## src/rtl/hi_lo_pkg.sv

```systemverilog
// rtl/hi_lo_pkg.sv - op codes, FSM encoding and constants for hi_lo_unit
package hi_lo_pkg;

    localparam logic [3:0] OP_MULT  = 4'd0;
    localparam logic [3:0] OP_MULTU = 4'd1;
    localparam logic [3:0] OP_DIV   = 4'd2;
    localparam logic [3:0] OP_DIVU  = 4'd3;
    localparam logic [3:0] OP_MTHI  = 4'd4;
    localparam logic [3:0] OP_MTLO  = 4'd5;
    localparam logic [3:0] OP_MADD  = 4'd6;
    localparam logic [3:0] OP_MADDU = 4'd7;
    localparam logic [3:0] OP_MSUB  = 4'd8;
    localparam logic [3:0] OP_MSUBU = 4'd9;

    localparam int          DIV_ITERS = 32;
    localparam logic [31:0] DIV0_LO   = 32'hFFFFFFFF;

    typedef enum logic [1:0] {
        IDLE    = 2'd0,
        DIV_RUN = 2'd1,
        DIV_FIX = 2'd2
    } unitState_t;

    function automatic logic isSignedOp(input logic [3:0] op);
        return (op == OP_MULT) || (op == OP_DIV) || (op == OP_MADD) || (op == OP_MSUB);
    endfunction

endpackage

```

## src/rtl/hilo_divider.sv

```systemverilog
// rtl/hilo_divider.sv - unsigned restoring divider datapath, one quotient bit per step
module hilo_divider
    import hi_lo_pkg::*;
(
    input  logic        Clk,
    input  logic        Rst,
    input  logic        load,
    input  logic        step,
    input  logic [31:0] dividend,
    input  logic [31:0] divisor,
    output logic [31:0] quotient,
    output logic [31:0] remainder,
    output logic        done
);

    logic [31:0] divisorReg;
    logic [4:0]  count;
    logic [32:0] partial;
    logic [32:0] trial;

    // Remainder is always below the divisor, so the shifted value fits in 33 bits
    // and bit 32 of the trial difference is a clean borrow.
    always_comb begin
        partial = {remainder, quotient[31]};
        trial   = partial - {1'b0, divisorReg};
    end

    always_ff @(posedge Clk) begin
        if (Rst) begin
            quotient   <= 32'd0;
            remainder  <= 32'd0;
            divisorReg <= 32'd0;
            count      <= 5'd0;
        end else if (load) begin
            quotient   <= dividend;
            remainder  <= 32'd0;
            divisorReg <= divisor;
            count      <= 5'd0;
        end else if (step) begin
            if (!trial[32]) begin
                remainder <= trial[31:0];
                quotient  <= {quotient[30:0], 1'b1};
            end else begin
                remainder <= partial[31:0];
                quotient  <= {quotient[30:0], 1'b0};
            end
            count <= count + 5'd1;
        end
    end

    assign done = step && (count == 5'(DIV_ITERS - 1));

endmodule

```

## src/rtl/hi_lo_unit.sv

```systemverilog
// rtl/hi_lo_unit.sv - HI/LO multiply/divide unit; HI_LO_MADD_EN adds MADD/MSUB accumulate
module hi_lo_unit
    import hi_lo_pkg::*;
(
    input  logic        Clk,
    input  logic        Rst,
    input  logic        Start,
    input  logic [3:0]  Op,
    input  logic [31:0] A,
    input  logic [31:0] B,
    output logic [31:0] ReadDataHi,
    output logic [31:0] ReadDataLo,
    output logic        Busy,
    output logic        DivByZero
);

    unitState_t  state;
    logic [31:0] hiReg;
    logic [31:0] loReg;
    logic        negQuot;
    logic        negRem;

    logic        opSigned;
    logic        isDivOp;
    logic [63:0] mulA;
    logic [63:0] mulB;
    logic [63:0] product;
    logic [31:0] absA;
    logic [31:0] absB;
    logic        divLoad;
    logic        divStep;
    logic [31:0] quotient;
    logic [31:0] remainder;
    logic        divDone;

    // Sign-extending for signed ops lets one 64-bit multiplier serve both flavours.
    always_comb begin
        opSigned = isSignedOp(Op);
        isDivOp  = (Op == OP_DIV) || (Op == OP_DIVU);
        mulA     = {{32{opSigned & A[31]}}, A};
        mulB     = {{32{opSigned & B[31]}}, B};
        product  = mulA * mulB;
        absA     = (opSigned && A[31]) ? (32'd0 - A) : A;
        absB     = (opSigned && B[31]) ? (32'd0 - B) : B;
        divLoad  = (state == IDLE) && Start && isDivOp && (B != 32'd0);
        divStep  = (state == DIV_RUN);
    end

`ifdef HI_LO_MADD_EN
    logic [63:0] hiLo;
    assign hiLo = {hiReg, loReg};
`endif

    hilo_divider u_divider (
        .Clk       (Clk),
        .Rst       (Rst),
        .load      (divLoad),
        .step      (divStep),
        .dividend  (absA),
        .divisor   (absB),
        .quotient  (quotient),
        .remainder (remainder),
        .done      (divDone)
    );

    always_ff @(posedge Clk) begin
        if (Rst) begin
            state     <= IDLE;
            hiReg     <= 32'd0;
            loReg     <= 32'd0;
            negQuot   <= 1'b0;
            negRem    <= 1'b0;
            Busy      <= 1'b0;
            DivByZero <= 1'b0;
        end else begin
            DivByZero <= 1'b0;
            case (state)
                IDLE: begin
                    if (Start) begin
                        case (Op)
                            OP_MULT, OP_MULTU: {hiReg, loReg} <= product;
                            OP_MTHI:           hiReg <= A;
                            OP_MTLO:           loReg <= A;
                            OP_DIV, OP_DIVU: begin
                                if (B == 32'd0) begin
                                    hiReg     <= A;
                                    loReg     <= DIV0_LO;
                                    DivByZero <= 1'b1;
                                end else begin
                                    negQuot <= opSigned && (A[31] ^ B[31]);
                                    negRem  <= opSigned && A[31];
                                    state   <= DIV_RUN;
                                    Busy    <= 1'b1;
                                end
                            end
`ifdef HI_LO_MADD_EN
                            OP_MADD, OP_MADDU: {hiReg, loReg} <= hiLo + product;
                            OP_MSUB, OP_MSUBU: {hiReg, loReg} <= hiLo - product;
`endif
                            default: ;
                        endcase
                    end
                end
                DIV_RUN: begin
                    if (divDone) begin
                        state <= DIV_FIX;
                    end
                end
                DIV_FIX: begin
                    loReg <= negQuot ? (32'd0 - quotient) : quotient;
                    hiReg <= negRem ? (32'd0 - remainder) : remainder;
                    state <= IDLE;
                    Busy  <= 1'b0;
                end
                default: begin
                    state <= IDLE;
                    Busy  <= 1'b0;
                end
            endcase
        end
    end

    assign ReadDataHi = hiReg;
    assign ReadDataLo = loReg;

endmodule

```

## config.mk

```make
export PLATFORM = sky130hd
export DESIGN_NAME = hi_lo_unit
export DESIGN_NICKNAME = d
export VERILOG_FILES = /design/src/rtl/hi_lo_pkg.sv /design/src/rtl/hilo_divider.sv /design/src/rtl/hi_lo_unit.sv
export SDC_FILE = /design/constraint.sdc
export NUM_CORES = 2
export LEC_CHECK = 0
export CORE_MARGIN = 2
export CORE_UTILIZATION = 45
export DETAILED_ROUTE_END_ITERATION = 10
export PLACE_DENSITY = 0.74
export SLEW_MARGIN = 20
export SYNTH_ARGS = -nofsm -noshare
export SYNTH_HDL_FRONTEND = slang
export SYNTH_SLANG_ARGS = --single-unit
```

## constraint.sdc

```tcl
create_clock -name Clk -period 9.3 [get_ports Clk]
set_input_delay 0.93 -clock Clk [delete_from_list [all_inputs] [get_ports Clk]]
set_output_delay 0.93 -clock Clk [all_outputs]
set_load 0.02 [all_outputs]
```

# Word-level counts from Yosys, hierarchy flattened
# Index checks and enable logic that the tools add are counted.
# word_totals
regBits	171
input_bits	71
out_inout_bits	66
wordCells	95
# op_classes
n_addsub	6
multipliers	1
eq_ne	17
mux	26
bitwise_logic	8
n_reduce_logical	26
# op_table
cell	n
$mux W32	11
$pmux W32 S3	2
$pmux W32 S2	2
$sub A1 B32 Y32 const A	4
$mul A33 B33 Y64	1
$sub A33 B32 Y33	1
$logic_not A32 Y1	1
$reduce_bool A32 Y1	1
$reduce_and A4 Y1	5
$eq A4 B3 Y1 const B	3
$eq A4 B2 Y1 const B	2
$mux W2	4
$ne A4 B1 Y1 const B	2
$logic_and A1 B1 Y1	7
$ne A2 B2 Y1 const B	3
$reduce_or A2 Y1	3
$add A5 B1 Y5 const B	1
$eq A5 B5 Y1 const B	1
$mux W1	5
$not A1 Y1	5
$eq A4 B1 Y1 const B	1
$eq A4 B4 Y1 const B	1
$logic_not A4 Y1	1
$logic_or A1 B1 Y1	4
other kinds (11)	13

# Longest topological paths before layout
# logic_depth
depth_word	9
depth_mapped	35
mapped_depth_nobuf	31

# Cells and area by module
# A second synthesis with hierarchy kept.
# hier_totals
hier_cells	5892
area_unflattened_um2	50552.2
# modules_own_cells
mod	instances	cells_each	area_per_inst_um2	seq_area_each_um2
hi_lo_unit	1	5111	44406.3	1401.3
hilo_divider	1	781	6145.9	2021.9

# Worst setup path before layout
# No wires, ideal clock.
# synth_path
kind	input-to-reg
start	in Op[2]
end	reg hiReg[31], in the netlist ReadDataHi[31]
setup_time_ns	0.137
arrival_ns	9.737
required_time_ns	9.163
path_slack_ns	-0.574
stages	34
path_buffers	3
path_cell_list	nor2b_1 -> a211oi_1 -> and2_1 -> clkbuf_1 -> clkbuf_1 -> buf_1 -> nand2_1 -> inv_1 -> fa_1 -> inv_1 -> fa_1 -> inv_1 -> fa_1 -> fa_1 -> inv_1 -> fa_1 -> inv_1 -> fa_1 -> inv_1 -> fa_1 -> fa_1 -> inv_1 -> ha_1 -> and4_1 -> and3_1 -> and3_1 -> a221oi_1 -> o21ai_0 -> or3_1 -> o21ai_0 -> o21ai_0 -> xnor2_1 -> a221oi_1 -> a211oi_1
# synth_via
elab_chain_cells	9
word_cells_on_any_way	21
classes_between	1 x mul; 8 x eq/ne; 3 x mux; 2 x bitwise; 7 x reduce/logical
# synth_lines
item	line	text
start: declaration	hi_lo_unit.sv:8	input logic [3:0] Op,
$eq A4 B2 Y1 / $logic_not A4 Y1 (equally long branches)	hi_lo_pkg.sv:25, hi_lo_unit.sv:80	
$logic_or A1 B1 Y1 (3 in a row)	hi_lo_pkg.sv:25	return (op == OP_MULT) || (op == OP_DIV) || (op == OP_MADD) || (op == OP_MSUB);
$and A1 B1 Y1, on equally long branches	hi_lo_unit.sv:40, hi_lo_unit.sv:41	
$mul A33 B33 Y64	hi_lo_unit.sv:42	product = mulA * mulB;
$pmux W32 S3	hi_lo_unit.sv:80	case (Op)
$mux W32	hi_lo_unit.sv:79	if (Start) begin
$pmux W32 S2	hi_lo_unit.sv:77	case (state)
end signal: assignment	hi_lo_unit.sv:81	OP_MULT, OP_MULTU: {hiReg, loReg} <= product;
end signal: assignment	hi_lo_unit.sv:111	hiReg <= negRem ? (32'd0 - remainder) : remainder;
end: declaration	hi_lo_unit.sv:18	logic [31:0] hiReg;
# Parallel ways exist; a longest one is shown, timed or not. The select of a mux whose other input is x is not followed.
# A chain may end at the register's enable or synchronous reset.

# Worst setup path after layout
# layout_path
start	in Op[2]
end	reg hiReg[28], in the netlist ReadDataHi[28]
# Same word-level chain as after synthesis.

==> flow_summary.ini <==
[floorplanning]
core_um2 = 109000
rows = 121
io-pin-count = 137
initial_core_util_pct = 45.3
fp.dieH_um = 335
dieArea_um2 = 112000
die_w_um = 335

[setup_path]
path_max_fanout = 15
cp_common_cell = fa_1
worstPathRequired_ns = 9.68
startpoint_type = primary input
path_buf_inv = 11
cp_slowest_stage_delay_ns = 0.51
cp.arrival_ns = 9.39
endpoint_kind = flip-flop
critPathKind = in2reg
slowest_stage = fa_1
crit_family = adder cells

[route]
routed_wirelength_um = 149000
ant_nets = 0
drc = 0
drt_iter0_markers = 3406
drt-vias-per-instance = 5.57
drt-pass1-iter-count = 5
routedWlPerCell_um = 20.5
vias = 40536

[sta]
slew_headroom_pct = 24.3
setup_violations = 0
fmax_mhz = 111
hold_viol_final = 0
rsz0062_at_grt = true
whs_ns = 0.455
period_share_pct = 96.8
worst_pin_slew_ns = 1.12
finalClockSkew_ns = 0.0152
finalMaxSlewViolations = 0
period_minus_slack_ns = 9.00

[logic_synthesis]
syn_area_um2 = 49300
synth_area_leaders = fa_1 (46%), inv_1 (9.2%), nand2_1 (7.2%)
syn_nets = 7195
syn_inst = 5747
avgSynthCellArea_um2 = 8.59
ys.warnings.count = 0
synth_enable_flop_cells = 0
ys_seq_area_share_pct = 6.94
ys_ff_latch = 171
ys_types = 76
yosysTopAreaCell = fa_1
synth_ff_type = dfxtp_1
synth.top_cell.area_share_pct = 45.7
synth-async-reset-ratio_pct = 0

[grt]
grt_usage_pct = 27.5
grt_overflow = 0
grt_max_degree = 99
antenna_found_initial = 6
grt_pass1_vias = 43771
grt_pass1_wl_um = 242000

[clock_tree]
cts_max_level = 4
clk_path_buf_depth = 2
cts_inserted_buffers = 17
clkTransAtPathRegs_ns = 0.08
cts_tree = done
clk_latency_ns = 0.46
cts_root_buf = clkbuf_16
clock-sinks = 171

[finish]
num_antenna_cells = 0
final_core_util_pct = 50.0
drive_gt1_share_pct = 7.89
fin_nets = 7304
area_delta_synth_final_pct = 10.4

[placement]
gp_congestion = 0.970
port_buffers = 136
dp.final_hpwl_um = 122000

[run]
max_cap_viol_count = 0

[outcome]
outcome = finished, final reports clean

[hold_path]
min_path_type = reg2reg
-- flip-flops by register name (all words and copies together) (netlist names) --
signal	count
Busy	1
ReadDataLo	32
u_divider.remainder	32
negQuot	1
u_divider.divisorReg	32
DivByZero	1
ReadDataHi	32
negRem	1
state	2
u_divider.count	5
u_divider.quotient	32
-- cell usage after synthesis, types with 18 or more instances --
| cell type | instances |
|---|---|
| inv_1 | 1203 |
| fa_1 | 1126 |
| nand2_1 | 947 |
| clkbuf_1 | 296 |
| and2_1 | 286 |
| ha_1 | 251 |
| a21oi_1 | 221 |
| nor2_1 | 185 |
| dfxtp_1 | 171 |
| o21ai_0 | 140 |
| xnor2_1 | 119 |
| xor2_1 | 93 |
| buf_1 | 66 |
| a21o_1 | 42 |
| nor3_1 | 42 |
| o22ai_1 | 40 |
| o211ai_1 | 36 |
| nand3_1 | 35 |
| o31ai_1 | 32 |
| o221ai_1 | 28 |
| a22oi_1 | 27 |
| a211oi_1 | 25 |
| nand2b_1 | 25 |
| nand4_1 | 25 |
| and3_1 | 24 |
| mux2i_1 | 18 |
| or3_1 | 18 |
-- tightest hold or removal path, cell delays in order (launching register included) --
cell     delay [ns]
dfxtp_1        0.31
nand2_1        0.05
a21oi_1        0.05
-- routing by layer --
metal,wire (µm),global-route usage (%)
met1,56500,34.8
met2,72200,46.4
met3,12200,4.13
met4,8380,13.2
met5,0,0
-- what timing repair did --
action | in CTS | in global routing
pin swaps | 0 | 22
resized for setup | 4 | 32
hold buffers | 0 | 0
setup buffers | 0 | 8
setup endpoints to repair | 6 | 17
-- placed cells by master, fill, tap and decap left out, types with 36 or more instances in the layout --
master | synthesis | routed
inv_1 | 1203 | 1198
fa_1 | 1126 | 1121
nand2_1 | 947 | 947
buf_4 | 0 | 305
and2_1 | 286 | 285
ha_1 | 251 | 249
a21oi_1 | 221 | 218
nor2_1 | 185 | 180
dfxtp_1 | 171 | 171
o21ai_0 | 140 | 135
xnor2_1 | 119 | 119
clkdlybuf4s50_1 | 0 | 98
xor2_1 | 93 | 93
a21o_1 | 42 | 42
o22ai_1 | 40 | 40
nor3_1 | 42 | 39
buf_2 | 14 | 37
o211ai_1 | 36 | 36
-- logic make-up after synthesis --
| group | after synthesis | share of synthesized area (%) |
|---|---|---|
| multiplexers | 19 | 0.388 |
| AO/OA/AOI/OAI | 726 | 9.46 |
| AND/OR/NAND/NOR | 1659 | 15.3 |
| adder cells (fa/ha/maj) | 1377 | 52.0 |
| buffers and inverters | 1583 | 12.1 |
| flip-flops | 171 | 6.94 |
| XOR/XNOR | 212 | 3.76 |
-- layout make-up --
cell class,count,area (µm²)
Fill cell,9968,54400
Clock inverter,12,133
Tap cell,1414,1770
Sequential cell,171,3420
Clock buffer,20,447
Timing Repair Buffer,470,4040
Multi-Input combinational cell,3993,40100
Inverter,1203,4520
-- metrics by stage --
| stage | cells | area (µm²) | setup slack, ns | TNS (ns) |
|---|---|---|---|---|
| floorplan | 5747 | 49400 | 0.0503 | 0 |
| global placement | 7243 | 53700 | -0.376 | -3.25 |
| detailed placement | 7243 | 53700 | -0.566 | -6.15 |
| CTS | 7275 | 54300 | 0.00148 | 0 |
| global route | 7283 | 54500 | -0.0743 | -0.163 |
| finish | 7283 | 54500 | 0.296 | 0 |
-- path summary, 6_finish.rpt --
kind                                                           end  cells past startpoint  slack, ns                           startpoint
worst min-delay path                   ReadDataLo[18]$_SDFFE_PP0P_                      2       0.46          ReadDataLo[18]$_SDFFE_PP0P_
worst max register to register  u_divider.quotient[0]$_SDFFE_PP0P_                     13       4.26  u_divider.remainder[1]$_SDFFE_PP0P_
worst max-delay path                   ReadDataHi[28]$_SDFFE_PP0P_                     35       0.30                                Op[2]
worst min register to register         ReadDataLo[18]$_SDFFE_PP0P_                      2       0.46          ReadDataLo[18]$_SDFFE_PP0P_
Power is left out: the tool's default activity adds up to more than one toggle a clock period on the data nets, which glitch-free logic cannot reach.
